## src/rtl/riscv_mem_arbiter_pkg.sv

```systemverilog
// Shared types and helpers for the fetch/data memory arbiter.
package riscv_mem_arbiter_pkg;

    // Access size encoding as presented on d_size
    typedef enum logic [1:0] {
        SZ_BYTE = 2'b00,
        SZ_HALF = 2'b01,
        SZ_WORD = 2'b10,
        SZ_ILL  = 2'b11
    } size_e;

    typedef enum logic [2:0] {
        ST_IDLE,
        ST_RD,
        ST_RD_CAP,
        ST_RMW_RD,
        ST_RMW_MRG,
        ST_WR
    } state_e;

    typedef enum logic {
        PORT_FETCH = 1'b0,
        PORT_DATA  = 1'b1
    } port_e;

    // Little-endian byte lanes: lane n holds bits [8n+7:8n]
    localparam logic [3:0] LANE_0 = 4'b0001;
    localparam logic [3:0] LANE_1 = 4'b0010;
    localparam logic [3:0] LANE_2 = 4'b0100;
    localparam logic [3:0] LANE_3 = 4'b1000;

    // Byte lanes touched by an access of the given size at byte offset offs
    function automatic logic [3:0] lane_mask(input logic [1:0] size, input logic [1:0] offs);
        logic [3:0] m;
        case (size)
            SZ_BYTE: m = LANE_0 << offs;
            SZ_HALF: m = (LANE_0 | LANE_1) << offs;
            SZ_WORD: m = LANE_0 | LANE_1 | LANE_2 | LANE_3;
            default: m = 4'b0000;
        endcase
        return m;
    endfunction

    // Illegal size or an address not aligned to the access size
    function automatic logic access_err(input logic [1:0] size, input logic [1:0] offs);
        logic e;
        case (size)
            SZ_BYTE: e = 1'b0;
            SZ_HALF: e = offs[0];
            SZ_WORD: e = (offs != 2'b00);
            default: e = 1'b1;
        endcase
        return e;
    endfunction

endpackage

```

## src/rtl/riscv_mem_arbiter_if.sv

```systemverilog
// Bus bundle between the core ports, the arbiter and the unified memory.
interface riscv_mem_arbiter_if #(
    parameter int ADDR_W = 32
);
    // fetch port
    logic              if_req;
    logic [ADDR_W-1:0] if_addr;
    logic              if_gnt;
    logic              if_valid;
    logic [31:0]       if_rdata;
    logic              if_err;
    // load/store port
    logic              d_req;
    logic              d_we;
    logic [1:0]        d_size;
    logic              d_uns;
    logic [ADDR_W-1:0] d_addr;
    logic [31:0]       d_wdata;
    logic              d_gnt;
    logic              d_valid;
    logic [31:0]       d_rdata;
    logic              d_err;
    // memory side
    logic              mem_en;
    logic              mem_rw;
    logic [ADDR_W-1:0] mem_addr;
    logic [31:0]       mem_wdata;
    logic [31:0]       mem_rdata;

    // core / requester view
    modport master (
        output if_req, if_addr, d_req, d_we, d_size, d_uns, d_addr, d_wdata, mem_rdata,
        input  if_gnt, if_valid, if_rdata, if_err, d_gnt, d_valid, d_rdata, d_err,
               mem_en, mem_rw, mem_addr, mem_wdata
    );

    // arbiter view
    modport slave (
        input  if_req, if_addr, d_req, d_we, d_size, d_uns, d_addr, d_wdata, mem_rdata,
        output if_gnt, if_valid, if_rdata, if_err, d_gnt, d_valid, d_rdata, d_err,
               mem_en, mem_rw, mem_addr, mem_wdata
    );

    // memory view
    modport mem (
        input  mem_en, mem_rw, mem_addr, mem_wdata,
        output mem_rdata
    );
endinterface

```

## src/rtl/riscv_mem_arbiter_lane_align.sv

```systemverilog
// Combinational sub-word handling: load lane extract/extend and store lane merge.
module riscv_mem_arbiter_lane_align
    import riscv_mem_arbiter_pkg::*;
(
    input  logic [31:0] i_word,    // word read from memory
    input  logic [31:0] i_wdata,   // right-justified store data
    input  size_e       i_size,
    input  logic        i_uns,
    input  logic [1:0]  i_offs,    // byte offset within the word
    output logic [31:0] o_load,    // aligned, extended load result
    output logic [31:0] o_merged   // i_word with the addressed lanes replaced
);
    logic [31:0] w_shifted;
    logic [31:0] w_repl;
    logic [3:0]  w_mask;

    // Shift the addressed lane down to bit 0, then sign/zero extend
    always_comb begin
        w_shifted = i_word >> {i_offs, 3'b000};
        case (i_size)
            SZ_BYTE: o_load = {{24{~i_uns & w_shifted[7]}},  w_shifted[7:0]};
            SZ_HALF: o_load = {{16{~i_uns & w_shifted[15]}}, w_shifted[15:0]};
            default: o_load = i_word;
        endcase
    end

    // Replicate store data across all lanes so the mask alone selects placement
    always_comb begin
        case (i_size)
            SZ_BYTE: w_repl = {4{i_wdata[7:0]}};
            SZ_HALF: w_repl = {2{i_wdata[15:0]}};
            default: w_repl = i_wdata;
        endcase
        w_mask   = lane_mask(i_size, i_offs);
        o_merged = i_word;
        for (int n = 0; n < 4; n++) begin
            if (w_mask[n]) o_merged[8*n +: 8] = w_repl[8*n +: 8];
        end
    end
endmodule

```

## src/rtl/riscv_mem_arbiter.sv

```systemverilog
// Shares one single-ported synchronous memory between fetch and load/store ports.
// Grants in IDLE only, one transaction in flight, sub-word stores done as RMW.
module riscv_mem_arbiter
    import riscv_mem_arbiter_pkg::*;
#(
    parameter int ADDR_W    = 32,
    parameter int DATA_PRIO = 0
)(
    input logic             clk,
    input logic             rst_n,
    riscv_mem_arbiter_if.slave bus
);
    state_e            r_state;
    logic              r_last_data;   // 1: data port held the most recent grant
    port_e             r_port;
    logic [ADDR_W-1:0] r_addr;
    size_e             r_size;
    logic              r_uns;
    logic [31:0]       r_wdata;

    logic              r_if_valid, r_if_err;
    logic [31:0]       r_if_rdata;
    logic              r_d_valid, r_d_err;
    logic [31:0]       r_d_rdata;
    logic              r_mem_en, r_mem_rw;
    logic [ADDR_W-1:0] r_mem_addr;
    logic [31:0]       r_mem_wdata;

    logic              w_idle;
    logic              w_pick_data;
    logic              w_if_gnt, w_d_gnt;
    logic [ADDR_W-1:0] w_req_addr;
    size_e             w_req_size;
    logic              w_req_we;
    logic              w_req_err;
    logic [31:0]       w_load, w_merged;

    // Arbitration: on a tie either data always wins, or the port not granted last wins
    assign w_idle      = (r_state == ST_IDLE);
    assign w_pick_data = (bus.if_req && bus.d_req) ? ((DATA_PRIO != 0) || !r_last_data)
                                                   : bus.d_req;
    assign w_d_gnt     = w_idle && bus.d_req  &&  w_pick_data;
    assign w_if_gnt    = w_idle && bus.if_req && !w_pick_data;

    // Fields of whichever request is being granted this cycle; fetch is a word load
    assign w_req_addr = w_d_gnt ? bus.d_addr : bus.if_addr;
    assign w_req_size = w_d_gnt ? size_e'(bus.d_size) : SZ_WORD;
    assign w_req_we   = w_d_gnt && bus.d_we;
    assign w_req_err  = w_d_gnt ? access_err(bus.d_size, bus.d_addr[1:0])
                                : (bus.if_addr[1:0] != 2'b00);

    riscv_mem_arbiter_lane_align u_align (
        .i_word   (bus.mem_rdata),
        .i_wdata  (r_wdata),
        .i_size   (r_size),
        .i_uns    (r_uns),
        .i_offs   (r_addr[1:0]),
        .o_load   (w_load),
        .o_merged (w_merged)
    );

    // Sequencer: all outputs are registered single-cycle pulses, cleared by default
    always_ff @(posedge clk or negedge rst_n) begin
        if (!rst_n) begin
            r_state     <= ST_IDLE;
            r_last_data <= 1'b1;
            r_port      <= PORT_FETCH;
            r_addr      <= '0;
            r_size      <= SZ_WORD;
            r_uns       <= 1'b0;
            r_wdata     <= '0;
            r_if_valid  <= 1'b0;
            r_if_err    <= 1'b0;
            r_if_rdata  <= '0;
            r_d_valid   <= 1'b0;
            r_d_err     <= 1'b0;
            r_d_rdata   <= '0;
            r_mem_en    <= 1'b0;
            r_mem_rw    <= 1'b0;
            r_mem_addr  <= '0;
            r_mem_wdata <= '0;
        end else begin
            r_if_valid  <= 1'b0;
            r_if_err    <= 1'b0;
            r_if_rdata  <= '0;
            r_d_valid   <= 1'b0;
            r_d_err     <= 1'b0;
            r_d_rdata   <= '0;
            r_mem_en    <= 1'b0;
            r_mem_rw    <= 1'b0;
            r_mem_addr  <= '0;
            r_mem_wdata <= '0;
            case (r_state)
                ST_IDLE: begin
                    if (w_if_gnt || w_d_gnt) begin
                        r_last_data <= w_d_gnt;
                        r_port      <= w_d_gnt ? PORT_DATA : PORT_FETCH;
                        r_addr      <= w_req_addr;
                        r_size      <= w_req_size;
                        r_uns       <= w_d_gnt && bus.d_uns;
                        r_wdata     <= bus.d_wdata;
                        if (w_req_err) begin
                            // rejected without touching memory, answered next cycle
                            if (w_d_gnt) begin
                                r_d_valid <= 1'b1;
                                r_d_err   <= 1'b1;
                            end else begin
                                r_if_valid <= 1'b1;
                                r_if_err   <= 1'b1;
                            end
                        end else begin
                            r_mem_en   <= 1'b1;
                            r_mem_addr <= {w_req_addr[ADDR_W-1:2], 2'b00};
                            if (!w_req_we) begin
                                r_state <= ST_RD;
                            end else if (w_req_size == SZ_WORD) begin
                                r_state     <= ST_WR;
                                r_mem_rw    <= 1'b1;
                                r_mem_wdata <= bus.d_wdata;
                            end else begin
                                r_state <= ST_RMW_RD;
                            end
                        end
                    end
                end
                ST_RD: begin
                    r_state <= ST_RD_CAP;
                end
                ST_RD_CAP: begin
                    r_state <= ST_IDLE;
                    if (r_port == PORT_DATA) begin
                        r_d_valid <= 1'b1;
                        r_d_rdata <= w_load;
                    end else begin
                        r_if_valid <= 1'b1;
                        r_if_rdata <= w_load;
                    end
                end
                ST_RMW_RD: begin
                    r_state <= ST_RMW_MRG;
                end
                ST_RMW_MRG: begin
                    r_state     <= ST_WR;
                    r_mem_en    <= 1'b1;
                    r_mem_rw    <= 1'b1;
                    r_mem_addr  <= {r_addr[ADDR_W-1:2], 2'b00};
                    r_mem_wdata <= w_merged;
                end
                ST_WR: begin
                    r_state   <= ST_IDLE;
                    r_d_valid <= 1'b1;
                end
                default: begin
                    r_state <= ST_IDLE;
                end
            endcase
        end
    end

    assign bus.if_gnt    = w_if_gnt;
    assign bus.d_gnt     = w_d_gnt;
    assign bus.if_valid  = r_if_valid;
    assign bus.if_err    = r_if_err;
    assign bus.if_rdata  = r_if_rdata;
    assign bus.d_valid   = r_d_valid;
    assign bus.d_err     = r_d_err;
    assign bus.d_rdata   = r_d_rdata;
    assign bus.mem_en    = r_mem_en;
    assign bus.mem_rw    = r_mem_rw;
    assign bus.mem_addr  = r_mem_addr;
    assign bus.mem_wdata = r_mem_wdata;
endmodule

```

## src/flat_wrapper.sv

```systemverilog
// flat-port wrapper written by rule: the top's interface ports become plain ports
module riscv_mem_arbiter_flat import riscv_mem_arbiter_pkg::*;
#(
    parameter int ADDR_W    = 32,
    parameter int DATA_PRIO = 0
)
  (clk, rst_n, bus_if_req, bus_if_addr, bus_d_req, bus_d_we, bus_d_size, bus_d_uns, bus_d_addr, bus_d_wdata, bus_mem_rdata, bus_if_gnt, bus_if_valid, bus_if_rdata, bus_if_err, bus_d_gnt, bus_d_valid, bus_d_rdata, bus_d_err, bus_mem_en, bus_mem_rw, bus_mem_addr, bus_mem_wdata);
  riscv_mem_arbiter_if #(.ADDR_W(ADDR_W)) bus_i ();
  input logic clk;
  input logic rst_n;
  input wire logic [$bits(bus_i.if_req)-1:0] bus_if_req;
  input wire logic [$bits(bus_i.if_addr)-1:0] bus_if_addr;
  input wire logic [$bits(bus_i.d_req)-1:0] bus_d_req;
  input wire logic [$bits(bus_i.d_we)-1:0] bus_d_we;
  input wire logic [$bits(bus_i.d_size)-1:0] bus_d_size;
  input wire logic [$bits(bus_i.d_uns)-1:0] bus_d_uns;
  input wire logic [$bits(bus_i.d_addr)-1:0] bus_d_addr;
  input wire logic [$bits(bus_i.d_wdata)-1:0] bus_d_wdata;
  input wire logic [$bits(bus_i.mem_rdata)-1:0] bus_mem_rdata;
  output wire logic [$bits(bus_i.if_gnt)-1:0] bus_if_gnt;
  output wire logic [$bits(bus_i.if_valid)-1:0] bus_if_valid;
  output wire logic [$bits(bus_i.if_rdata)-1:0] bus_if_rdata;
  output wire logic [$bits(bus_i.if_err)-1:0] bus_if_err;
  output wire logic [$bits(bus_i.d_gnt)-1:0] bus_d_gnt;
  output wire logic [$bits(bus_i.d_valid)-1:0] bus_d_valid;
  output wire logic [$bits(bus_i.d_rdata)-1:0] bus_d_rdata;
  output wire logic [$bits(bus_i.d_err)-1:0] bus_d_err;
  output wire logic [$bits(bus_i.mem_en)-1:0] bus_mem_en;
  output wire logic [$bits(bus_i.mem_rw)-1:0] bus_mem_rw;
  output wire logic [$bits(bus_i.mem_addr)-1:0] bus_mem_addr;
  output wire logic [$bits(bus_i.mem_wdata)-1:0] bus_mem_wdata;
  assign bus_i.if_req = bus_if_req;
  assign bus_i.if_addr = bus_if_addr;
  assign bus_i.d_req = bus_d_req;
  assign bus_i.d_we = bus_d_we;
  assign bus_i.d_size = bus_d_size;
  assign bus_i.d_uns = bus_d_uns;
  assign bus_i.d_addr = bus_d_addr;
  assign bus_i.d_wdata = bus_d_wdata;
  assign bus_i.mem_rdata = bus_mem_rdata;
  assign bus_if_gnt = bus_i.if_gnt;
  assign bus_if_valid = bus_i.if_valid;
  assign bus_if_rdata = bus_i.if_rdata;
  assign bus_if_err = bus_i.if_err;
  assign bus_d_gnt = bus_i.d_gnt;
  assign bus_d_valid = bus_i.d_valid;
  assign bus_d_rdata = bus_i.d_rdata;
  assign bus_d_err = bus_i.d_err;
  assign bus_mem_en = bus_i.mem_en;
  assign bus_mem_rw = bus_i.mem_rw;
  assign bus_mem_addr = bus_i.mem_addr;
  assign bus_mem_wdata = bus_i.mem_wdata;
  riscv_mem_arbiter #(.ADDR_W(ADDR_W), .DATA_PRIO(DATA_PRIO)) u_core (.clk(clk), .rst_n(rst_n), .bus(bus_i));
endmodule
```

## config.mk

```make
export PLATFORM = sky130hd
export DESIGN_NAME = riscv_mem_arbiter_flat
export DESIGN_NICKNAME = d
export VERILOG_FILES = /design/src/rtl/riscv_mem_arbiter_pkg.sv /design/src/rtl/riscv_mem_arbiter_if.sv /design/src/rtl/riscv_mem_arbiter_lane_align.sv /design/src/rtl/riscv_mem_arbiter.sv /design/src/flat_wrapper.sv
export SDC_FILE = /design/constraint.sdc
export NUM_CORES = 1
export LEC_CHECK = 0
export BUFFER_PORTS_ARGS = -buffer_cell sky130_fd_sc_hd__buf_2
export CAP_MARGIN = 20
export CORE_AREA = 2 2 135 137
export CTS_CLUSTER_SIZE = 30
export DETAILED_ROUTE_END_ITERATION = 8
export DIE_AREA = 0 0 137 139
export GPL_TIMING_DRIVEN = 0
export PLACE_DENSITY = 0.8
export SETUP_SLACK_MARGIN = 0.4
export SYNTH_ARGS = -nofsm -noshare
export SYNTH_HDL_FRONTEND = slang
export SYNTH_SLANG_ARGS = --single-unit
```

## constraint.sdc

```tcl
create_clock -name clk -period 2.35 [get_ports clk]
set_input_delay 0.705 -clock clk [delete_from_list [all_inputs] [get_ports clk]]
set_output_delay 0.705 -clock clk [all_outputs]
set_load 0.02 [all_outputs]
```

* After elaboration in Yosys (flattened, before gate mapping) *
Cells that the tools add are included.

cells by class
  equal/unequal tests = 12
  shifts and indexed selects = 3
  mux-type cells = 49
  bitwise gates (word level) = 3
  reductions and logical operators = 17

operator list
  cell                 count
  $mux 32              11
  $pmux 32 s2          4
  $mux 8               4
  $shr 32x5->16        1
  $mux 1               18
  $mux 3               4
  $pmux 3 s4           1
  $pmux 4 s3           1
  $logic_and 1x1->1    7
  $eq 2x2->1 const B   3
  $eq 3x2->1 const B   2
  $eq 3x3->1 const B   2
  $pmux 1 s2           3
  $pmux 1 s3           2
  $eq 2x1->1 const B   2
  $logic_not 2->1      2
  $ne 2x2->1 const B   2
  $reduce_and 2->1     2
  $reduce_bool 2->1    2
  $shl 1x2->4 const A  1
  $shl 2x2->4 const A  1
  $eq 3x1->1 const B   1
  $logic_not 3->1      1
  $and 1x1->1          2
  other kinds (4)      5

storage, ports and cells
  register bits after elaboration = 206
  input bits = 136
  output and inout port bits = 136
  word-level logic and storage cells = 101

* Longest topological paths before layout *
Gate-level depths: netlist of the first run.

  depth after elaboration = 10
  gate-level depth with buffers = 8

* By module *
A second synthesis of the first run with hierarchy kept.

second synthesis, totals
  cells, all modules = 834
  area, all modules = 9399.0 um2

modules (own cells, without submodules)
  module                        times used  cells each  area an instance (um2)  seq. area each (um2)
  riscv_mem_arbiter             1           589         7626.1                  5107.4
  riscv_mem_arbiter_lane_align  1           245         1773.0                  0.0

* Least setup slack after synthesis of the first run *
No wires, ideal clock.

  path type = input to output
  start point = input bus_d_req
  end point = output bus_d_gnt
  arrival = 1.609 ns
  data required time = 1.645 ns
  slack = 0.036 ns
  stages = 5
  path buffers = 2
  cell sequence = a21bo_1 or2_1 buf_6 clkinv_1 buf_2

on the way
  cells in the longest elaborated chain, start to end = 3

ends and longest elaborated chain
  element              line                     RTL
  start: declaration   flat_wrapper.sv:13       input wire logic [$bits(bus_i.d_req)-1:0] bus_d_req;
  $logic_and 1x1->1    riscv_mem_arbiter.sv:40  assign w_pick_data = (bus.if_req && bus.d_req) ? ((DATA_PRIO != 0) || !r_last_data)
  $mux 1               riscv_mem_arbiter.sv:40
  $logic_and 1x1->1 *  riscv_mem_arbiter.sv:42  assign w_d_gnt = w_idle && bus.d_req && w_pick_data;
  end: declaration     flat_wrapper.sv:24       output wire logic [$bits(bus_i.d_gnt)-1:0] bus_d_gnt;

Every way passes the cells marked *; elsewhere a longest branch is shown, timed or not.

* Worst setup path in the final report of the first run *
  start point = register u_core.r_state[0]
  end point = output bus_d_gnt

on the way
  cells in the longest elaborated chain, start to end = 3

ends and longest elaborated chain
  element                         line                      RTL
  start: declaration              riscv_mem_arbiter.sv:13   state_e r_state;
  start signal: assignment        riscv_mem_arbiter.sv:65   r_state <= ST_IDLE;
  start signal: assignment        riscv_mem_arbiter.sv:115  r_state <= ST_RD;
  start signal: assignment        riscv_mem_arbiter.sv:117  r_state <= ST_WR;
  $logic_not 3->1                 riscv_mem_arbiter.sv:39   assign w_idle = (r_state == ST_IDLE);
  $logic_and 1x1->1 (2 in a row)  riscv_mem_arbiter.sv:42

No other way between the ends.

==> results of run 1 <==
-- metrics by stage --
step,std cells,setup WS [ps],hold WS [ps]
floorplan,796,192.8,409.4
global placement,1294,-2649,457.8
detailed placement,1295,-416.1,463.0
CTS,1366,-293.1,278.2
global route,1376,-326.5,303.1
finish,1378,-298.7,219.7
-- Yosys cell counts (9+ instances only) --
library cell	n
a21o_1	34
a22o_1	34
and2_1	9
and3_1	17
buf_2	13
clkbuf_1	38
dfrtp_1	202
inv_1	11
mux2i_1	44
nand2_1	135
nor2_1	67
nor3_1	35
o21ai_0	16
o221a_2	30
o22ai_1	12
o22ai_2	11
-- cell type report --
cell class	instances	area, µm²	area share, %
diodes	3	7.507	0.05952
plain buffers	61	514.2	4.077
clock buffers	31	645.6	5.119
clock inverters	9	61.31	0.4861
inverters	12	57.56	0.4563
multi-input cells	519	4046	32.08
flip-flops and latches	204	5109	40.50
well taps	229	286.5	2.272
repair buffers	310	1886	14.95
-- kinds of logic (layout without fill, tap and decap cells) --
kind of cell           count (synthesis)  after routing  synth area share (%)
flip-flops                           204            204                 58.31
multiplexers                          46             46                 5.414
AND/OR/NAND/NOR                      290            290                 14.67
other                                  1              5               0.04282
AO/OA/AOI/OAI                        181            181                 17.67
buffers and inverters                 73            423                 3.886
-- flip-flops by register name, summed over array words and instances (netlist names), 2 cells and up --
name                  count
u_core.bus.d_rdata       32
u_core.bus.if_rdata      32
u_core.bus.mem_addr      30
u_core.bus.mem_wdata     32
u_core.r_addr            32
u_core.r_size             2
u_core.r_state            3
u_core.r_wdata           32
-- power by group through the flow --
stage	clock network [W]	registers, W	logic, W
5_1_grt	0.00353	0.00548	0.00901
6_report	0.00338	0.00539	0.00850
2_1_floorplan	0	0.00604	0.00382
3_5_place_dp	0	0.00538	0.00665
3_3_place_gp	0	0.00535	0.00651
4_1_cts	0.00340	0.00534	0.00782
-- metal layers --
metal | vias to the layer above | GRT usage (%) | wire length [µm]
met5 | - | 0 | 27
met4 | 4 | 16.55 | 1657
met3 | 112 | 7.054 | 2810
met2 | 462 | 49.99 | 14690
met1 | 3923 | 37.35 | 10890
li1 | 3509 | - | -
-- final timing paths --
check,depth (start not counted),endpoint
setup reg to reg,11,u_core.bus.mem_addr[9]
hold / removal,1,u_core.bus.mem_rw
min in group clk,3,u_core.r_wdata[17]
setup / recovery,7,bus_d_gnt
max in group asynchronous,2,u_core.r_state[1]
hold reg to reg,1,u_core.r_addr[27]
-- critical path, delay by kind of cell (launching register included) --
family                 cells  cell delay (ps)
flip-flops                 1              380
buffers and inverters      5              500
AND/OR/NAND/NOR            2              550
-- repair_timing --
action / in CTS / in global routing
gates resized for setup: 130 / 83
buffers inserted: 23 / 9
cloned: 8 / 0
endpoints found under the setup margin: 194 / 191
pin swaps: 14 / 13
==> results.py, run 1 <==
metrics = {
    "route": {
        "ant_nets": 0,
        "detail_route.vias_per_cell": 5.813,
        "route.detailed.drc": 0,
        "firstDrtPassIters": 5,
        "dr.first_iter.drc_count": 721,
        "vias": 8010,
        "wl_per_cell_um": 21.83,
        "routed_wl_mm": 30.08,
    },
    "setup_path": {
        "crit_chain": "buf_6 > or3_4 > or2_1 > buf_6 > clkinv_8 > buf_8 > buf_6",
        "r2r_slack_ps": -130,
        "r2r_start": "u_core.r_state[0]",
        "cp.required_ps": 1640,
        "max_stage_delay_ps": 380,
        "path_common_cell": "buf_6",
        "critPathKind": "flop to primary output",
        "slowest_stage": "dfrtp_1",
        "start_kind": "flop",
        "crit_fanout": 2,
        "cp-end-kind": "primary output",
        "crit_arrival_ps": 1940,
        "crit_start": "u_core.r_state[0]",
    },
    "clocking": {
        "hold_buffers": 0,
        "root_buffer": "clkbuf_16",
        "clkLatencyLatePin_ps": 520,
        "clk_pin_slew_ps": 60,
        "cts_tree": "done",
        "clkSinkCount": 204,
        "clk_path_buf_depth": 3,
        "cts_max_level": 1,
        "cts_buffers": 23,
    },
    "cells_and_area": {
        "synthToLayoutAreaGrowth_pct": 44.01,
        "drive_gt1_share_pct": 44.94,
        "final_common_cell": "buf_2",
        "post-route-util_pct": 71.44,
        "final_nets": 1267,
        "final_cell_mix": "buf_2 (271), dfrtp_1 (201), nand2_1 (130)",
        "fillers": 1190,
        "post-route-cell-area_um2": 12610,
    },
    "synth": {
        "yosys_most_used_dff": "dfrtp_1",
        "yosys.area.top_type": "dfrtp_1",
        "synth-seq-cells": 204,
        "synth_area_leaders": "dfrtp_1 (58%), nand2_1 (5.8%), mux2i_1 (5.0%)",
        "yosys_warnings": 0,
        "synth_cells": 795,
        "synth_cell_types": 53,
        "avgSynthCellArea_um2": 11.02,
        "synth_area_um2": 8758,
        "yosys.area.top_type_share_pct": 57.71,
        "synth_edf_count": 0,
        "ys_async_sr_fraction_pct": 100.0,
        "synth-seq-area-share_pct": 58.31,
    },
    "placement": {
        "portBuffers": 269,
        "gp_congestion": 0.9133,
        "dpl-instance-area_um2": 10670,
        "dp_hpwl_mm": 19.86,
    },
    "power_and_ir_drop": {
        "p_leak_nw": 6.684,
        "powerDensity_nw_per_um2": 1369,
        "seqPwrFrac_pct": 31.2,
        "comb_power_share_pct": 49.2,
        "power_w": 0.01727,
        "power_switching_w": 0.007149,
        "max-vdd-ir-drop_mv": 0.7260,
        "p_int_w": 0.01012,
        "netSwitchingFraction_pct": 41.40,
        "pwr-share-clk_pct": 19.6,
    },
    "sta": {
        "worstMarginPinSlew_ps": 1088,
        "max_freq_mhz": 377.5,
        "min_period_ps": 2649,
        "max-slew-margin-rel_pct": 27.47,
        "rsz0062_at_grt": "yes",
        "fin_skew_ps": 16.81,
        "tns_ps": -5735,
        "finalHoldViolCount": 0,
        "finalWorstSetupSlack_ps": -298.7,
        "min_period_over_period_pct": 112.7,
        "setup_violations": 58,
        "slew_viol_final": 0,
    },
    "floorplanning": {
        "core_area_um2": 17660,
        "row_count": 49,
        "dieArea_um2": 19040,
        "dieHeight_um": 139,
        "die_w_um": 137,
        "initial_core_util_pct": 49.60,
        "io_pins": 272,
    },
    "global_routing": {
        "gr-usage-all-layers_pct": 30.59,
        "grt_pass1_vias": 8145,
        "antenna_found_initial": 4,
        "grt_first_pass_wirelength_mm": 44.47,
        "grt_max_degree": 106,
        "grt_overflow": 0,
    },
    "worst_hold_path": {
        "hold_path_class": "primary input to asynchronous set/reset pin",
    },
    "flow_run": {
        "cap_viol_max_count": 0,
    },
    "outcome": {
        "violations": "setup timing",
        "outcome": "finished with violations",
    },
}
(Power assumes the default switching activity.)
==> inputs of run 2 (changes only) <==
--- a/config.mk
+++ b/config.mk
@@ -7,10 +7,12 @@
 export LEC_CHECK = 0
 export BUFFER_PORTS_ARGS = -buffer_cell sky130_fd_sc_hd__buf_2
 export CAP_MARGIN = 20
-export CORE_AREA = 2 2 135 137
+export CELL_PAD_IN_SITES_DETAIL_PLACEMENT = 1
+export CELL_PAD_IN_SITES_GLOBAL_PLACEMENT = 1
+export CORE_AREA = 2 2 171 140
 export CTS_CLUSTER_SIZE = 30
 export DETAILED_ROUTE_END_ITERATION = 8
-export DIE_AREA = 0 0 137 139
+export DIE_AREA = 0 0 173 142
 export GPL_TIMING_DRIVEN = 0
 export PLACE_DENSITY = 0.8
 export SETUP_SLACK_MARGIN = 0.4
==> run 2 against run 1 <==
The flow still finishes with violations (setup timing). Combinational power is 2.8% lower. Via count shrank 2.5%. Setup slack got worse by 6.4 ps. Sequential power about the same. Count of clock-buffer cells in the layout decreased by 1. Flip-flop and latch count is the same. Routed wire length grew 11%. Non-clock buffer count fell by 2. Final cell count rose by 6.2%. Power increased by 1.7%. Cell area rose by 0.12%. Clock power is 16% higher. Largest cell class unchanged.
==> results.py, run 2 (same netlist as run 1, synthesis figures left out) <==
metrics = {
    "cells_and_area": {
        "drive_gt1_share_pct": 45.15,
        "fillers": 2519,
        "regArea_um2": 5109,
        "post-route-cell-area_um2": 12630,
        "multiInputGateArea_um2": 3866,
        "final_nets": 1265,
        "final_common_cell": "buf_2",
        "stdcell_count": 1463,
        "synthToLayoutAreaGrowth_pct": 44.19,
        "final_cell_mix": "buf_2 (268), dfrtp_1 (201), nand2_1 (130)",
    },
    "clocking": {
        "cts_tree": "done",
        "cts_buffers": 23,
        "root_buffer": "clkbuf_16",
        "clk_pin_slew_ps": 60,
        "clk_path_buf_depth": 3,
        "clkSinkCount": 204,
        "clkLatencyLatePin_ps": 510,
        "cts_max_level": 1,
        "hold_buffers": 0,
    },
    "global_routing": {
        "grt_overflow": 0,
        "grt_pass1_vias": 8294,
        "grt_first_pass_wirelength_mm": 50.29,
        "grt_max_degree": 118,
        "gr-usage-all-layers_pct": 26.88,
        "antenna_found_initial": 7,
    },
    "setup_path": {
        "crit_fanout": 2,
        "crit_chain": "buf_6 > or3_4 > or2_1 > buf_6 > clkinv_8 > buf_8 > buf_6",
        "crit_arrival_ps": 1950,
        "critPathKind": "flop to primary output",
        "start_kind": "flop",
        "cp-end-kind": "primary output",
        "max_stage_delay_ps": 370,
        "cp.buffers_inverters": 5,
        "path_common_cell": "buf_6",
        "slowest_stage": "dfrtp_1",
        "worst_path_dominant_cell_family": "simple AND/OR/NAND/NOR gates",
        "cp.required_ps": 1640,
    },
    "power_and_ir_drop": {
        "pwr-share-clk_pct": 22.2,
        "netSwitchingFraction_pct": 40.42,
        "power_switching_w": 0.007102,
        "powerDensity_nw_per_um2": 1391,
        "max-vdd-ir-drop_mv": 0.7035,
        "seqPwrFrac_pct": 30.8,
        "p_leak_nw": 6.694,
        "comb_power_share_pct": 47.0,
        "p_int_w": 0.01047,
    },
    "floorplanning": {
        "core_area_um2": 22900,
        "die_w_um": 173,
        "row_count": 50,
        "dieArea_um2": 24570,
        "dieHeight_um": 142,
        "io_pins": 272,
        "initial_core_util_pct": 38.25,
    },
    "sta": {
        "max_freq_mhz": 376.6,
        "worstMarginPinSlew_ps": 1136,
        "rsz0062_at_grt": "yes",
        "fin_skew_ps": 21.15,
        "whs_ps": 181.9,
        "finalHoldViolCount": 0,
        "min_period_ps": 2655,
        "max-slew-margin-rel_pct": 24.25,
        "min_period_over_period_pct": 113.0,
        "setup_violations": 58,
        "finalWorstSetupSlack_ps": -305.2,
        "slew_viol_final": 0,
    },
    "outcome": {
        "violations": "setup timing",
        "outcome": "finished with violations",
    },
    "placement": {
        "portBuffers": 269,
        "gp_congestion": 0.8609,
        "dp_hpwl_mm": 24.03,
        "place_inst": 1380,
        "dpl_worst_slack_ps": -324.3,
        "dpl-instance-area_um2": 10790,
    },
    "worst_hold_path": {
        "hold_path_class": "primary input to asynchronous set/reset pin",
    },
    "route": {
        "detail_route.vias_per_cell": 5.338,
        "vias": 7809,
        "ant_nets": 0,
        "route.detailed.drc": 0,
        "routed_wl_mm": 33.48,
        "wl_per_cell_um": 22.88,
        "firstDrtPassIters": 5,
        "dr.first_iter.drc_count": 477,
    },
    "flow_run": {
        "cap_viol_max_count": 0,
    },
}
==> run 2: cell count changes in the layout (fill, tap and decap cells not counted), sizes merged <==
cell and change:
bufinv +5, clkbuf +5, buf -8, inv -1, diode +3, clkinvlp -2
==> run 2: final timing paths <==
| check | start | endpoint | slack, ps | cells past startpoint |
|---|---|---|---|---|
| min in group clk | bus_d_wdata[19] | u_core.r_wdata[19] | 410 | 3 |
| max in group asynchronous | rst_n | u_core.r_state[1] | 1090 | 2 |
| setup reg to reg | u_core.r_state[0] | u_core.bus.mem_addr[27] | -160 | 11 |
| setup / recovery | u_core.r_state[0] | bus_d_gnt | -310 | 7 |
| hold / removal | rst_n | u_core.bus.mem_wdata[26] | 180 | 1 |
| hold reg to reg | u_core.r_wdata[19] | u_core.r_wdata[19] | 480 | 2 |
==> run 2: cell type report <==
class / count / area share, %
buffer: 61 / 4.082
antenna: 6 / 0.1189
tap: 312 / 3.091
inverter: 12 / 0.4558
clock buffer: 30 / 5.003
multi-input combinational: 519 / 30.62
clock inverter: 11 / 1.516
sequential: 204 / 40.45
timing repair buffer: 308 / 14.66
==> run 2: power by group through the flow <==
stage          sequential [W]  combinational, W  clock (W)
5_1_grt               0.00553           0.00884    0.00410
2_1_floorplan         0.00604           0.00382          0
3_3_place_gp          0.00538           0.00670          0
6_report              0.00541           0.00826    0.00391
4_1_cts               0.00539           0.00780    0.00394
3_5_place_dp          0.00544           0.00691          0
==> run 2: worst reg2reg max path: cells and delay by family, from the launching register on <==
kind                   cells  cell delay (ps)
AOI/OAI and AO/OA          1              180
and+or+nand+nor            2              590
muxes                      1              360
DFF                        1              370
buffers and inverters      7              880
==> run 2: through the flow <==
step                      utilization, %  TNS [ps]  power, W
final                              55.15     -6169   0.01757
after detailed placement           47.13    -13150   0.01235
after floorplan                        -         0  0.009865
after global routing               55.09     -9129   0.01847
after CTS                          53.73    -579.7   0.01714
after global placement             46.91   -578500   0.01208
==> run 2: what timing repair did <==
| item | in CTS | in global routing |
|---|---|---|
| setup buffers | 18 | 11 |
| pin swaps | 10 | 17 |
| endpoints found under the setup margin | 199 | 182 |
| gates cloned | 6 | 1 |
| gates resized for setup | 104 | 72 |
==> run 2: routing by layer <==
layer	GRT usage [%]	routed length, µm	up-vias
met5	0	27	-
met4	7.226	900	4
met3	7.692	2621	60
met2	46.53	16240	326
met1	33.14	13690	3909
li1	-	-	3510
==> inputs of run 3 (changes only) <==
--- a/config.mk
+++ b/config.mk
@@ -5,16 +5,16 @@
 export SDC_FILE = /design/constraint.sdc
 export NUM_CORES = 1
 export LEC_CHECK = 0
-export BUFFER_PORTS_ARGS = -buffer_cell sky130_fd_sc_hd__buf_2
 export CAP_MARGIN = 20
 export CELL_PAD_IN_SITES_DETAIL_PLACEMENT = 1
 export CELL_PAD_IN_SITES_GLOBAL_PLACEMENT = 1
-export CORE_AREA = 2 2 171 140
+export CORE_AREA = 2 2 195 158
 export CTS_CLUSTER_SIZE = 30
 export DETAILED_ROUTE_END_ITERATION = 8
-export DIE_AREA = 0 0 173 142
+export DIE_AREA = 0 0 197 160
+export DONT_BUFFER_PORTS = 1
 export GPL_TIMING_DRIVEN = 0
-export PLACE_DENSITY = 0.8
+export PLACE_DENSITY = 0.55
 export SETUP_SLACK_MARGIN = 0.4
 export SYNTH_ARGS = -nofsm -noshare
 export SYNTH_HDL_FRONTEND = slang
==> run 3 against run 2 <==
Highest routed layer is now met4. Combinational power fell by 12%. Die area up 28%. Clock power hardly changed. Fmax rose by 1.7%. Critical path type unchanged. The run ends with hold timing, setup timing left. Cell area is 7.0% lower. Flip-flop and latch count unchanged. Sequential power grew 17%.
==> results.py, run 3 (same netlist as run 1, synthesis figures left out) <==
metrics = {
    "floorplanning": {
        "dieHeight_um": 160,
        "dieArea_um2": 31520,
        "row_count": 57,
        "initial_core_util_pct": 29.38,
        "die_w_um": 197,
        "io_pins": 272,
        "core_area_um2": 29810,
    },
    "setup_path": {
        "cp-end-kind": "primary output",
        "crit_chain": "buf_6 > or3_4 > or2_1 > buf_6 > clkinv_8 > buf_12",
        "path_common_cell": "buf_6",
        "rr_endpoint": "u_core.bus.mem_addr[3]",
        "slowest_stage": "dfrtp_1",
        "max_stage_delay_ps": 370,
        "start_kind": "flop",
        "cp.required_ps": 1640,
        "crit_fanout": 5,
        "worstRegToRegCells": 11,
        "critPathKind": "flop to primary output",
        "r2r_slack_ps": -170,
        "r2r_start": "u_core.r_state[0]",
        "crit_arrival_ps": 1910,
    },
    "clocking": {
        "cts_tree": "done",
        "root_buffer": "clkbuf_16",
        "cts_buffers": 25,
        "clk_pin_slew_ps": 60,
        "clkLatencyLatePin_ps": 540,
        "cts_max_level": 1,
        "clk_path_buf_depth": 3,
        "clkSinkCount": 204,
    },
    "power_and_ir_drop": {
        "power_w": 0.01748,
        "p_leak_nw": 5.586,
        "max-vdd-ir-drop_mv": 0.5106,
        "powerDensity_nw_per_um2": 1489,
    },
    "global_routing": {
        "grt_max_degree": 205,
        "grt_pass1_vias": 7039,
        "grt_first_pass_wirelength_mm": 48.88,
        "gr-usage-all-layers_pct": 20.96,
        "antenna_found_initial": 0,
        "grt_overflow": 0,
    },
    "cells_and_area": {
        "final_common_cell": "dfrtp_1",
        "antennaDiodeCount": 0,
        "synthToLayoutAreaGrowth_pct": 34.06,
        "final_nets": 1014,
        "fillers": 3204,
        "drive_gt1_share_pct": 31.70,
        "final_cell_mix": "dfrtp_1 (201), nand2_1 (123), nor2_1 (61)",
    },
    "sta": {
        "max-slew-margin-rel_pct": 57.03,
        "min_period_over_period_pct": 111.1,
        "setup_violations": 39,
        "finalWorstSetupSlack_ps": -261.5,
        "tns_ps": -4285,
        "finalHoldViolCount": 202,
        "rsz0062_at_grt": "yes",
        "max_freq_mhz": 382.9,
        "min_period_ps": 2611,
        "fin_skew_ps": 31.99,
        "worstMarginPinSlew_ps": 644.6,
        "whs_ps": -115.5,
        "slew_viol_final": 0,
    },
    "route": {
        "dr.first_iter.drc_count": 335,
        "detail_route.vias_per_cell": 5.267,
        "wl_per_cell_um": 26.56,
        "routed_wl_mm": 33.96,
        "firstDrtPassIters": 4,
        "vias": 6737,
        "route.detailed.drc": 0,
        "ant_nets": 0,
    },
    "flow_run": {
        "cap_viol_max_count": 0,
    },
    "worst_hold_path": {
        "hold_path_class": "primary input to asynchronous set/reset pin",
    },
    "placement": {
        "gp_congestion": 0.8190,
        "dp_hpwl_mm": 23.45,
        "dpl_worst_slack_ps": -423.0,
        "portBuffers": 0,
    },
    "outcome": {
        "violations": "hold timing, setup timing",
        "outcome": "finished with violations",
    },
}
[run 3: repair_timing]
| item | CTS | global route |
|---|---|---|
| setup endpoints to repair | 197 | 190 |
| resized for setup | 122 | 114 |
| buffers inserted | 19 | 22 |
| pin swaps | 15 | 20 |
| cloned | 6 | 4 |
| hold endpoints to repair | 202 | 202 |
[run 3: metrics by stage]
stage          instances  util [%]  area (µm²)
6_report            1279     39.39       11740
3_3_place_gp        1179     31.81        9483
2_1_floorplan        796         -        9004
4_1_cts             1251     37.46       11170
5_1_grt             1279     39.39       11740
3_5_place_dp        1181     31.86        9499
[run 3: critical path: cells and delay by family (launching register included)]
family	cells	cell delay (ps)
AND/OR/NAND/NOR	2	560
buffers and inverters	4	410
flip-flops	1	370
[run 3: layout make-up]
cell class / instances / area (µm²) / share of cell area, %
sequential: 204 / 5109 / 43.51
tap: 383 / 479.2 / 4.081
timing repair buffer: 55 / 683.2 / 5.818
buffer: 61 / 615.6 / 5.243
multi-input combinational: 519 / 3973 / 33.83
inverter: 12 / 57.56 / 0.4902
clock inverter: 13 / 132.6 / 1.130
clock buffer: 32 / 691.9 / 5.893
[run 3: where the power goes]
part	switching, W	total, W	internal [W]
registers	0.00161	0.00635	0.00474
clock network	0.00158	0.00388	0.00230
logic	0.00398	0.00725	0.00326
[run 3: how the worst max path moves through the flow]
stage / start / end / slack [ps]
2_1_floorplan: bus_d_req / bus_d_gnt / 190
3_3_place_gp: bus_d_addr[1] / u_core.bus.mem_wdata[18] / -440
3_5_place_dp: u_core.r_state[1] / u_core.bus.mem_wdata[15] / -420
4_1_cts: u_core.r_state[0] / bus_d_gnt / -250
5_1_grt: u_core.r_state[0] / bus_d_gnt / -320
6_report: u_core.r_state[0] / bus_d_gnt / -260
[run 3: per-layer routing]
metal	share of wire, %	vias to the layer above	GRT usage [%]
li1	-	3005	-
met1	46	3471	29.77
met2	44	221	31.30
met3	8.8	40	6.779
met4	1.8	0	4.238
met5	0	-	0
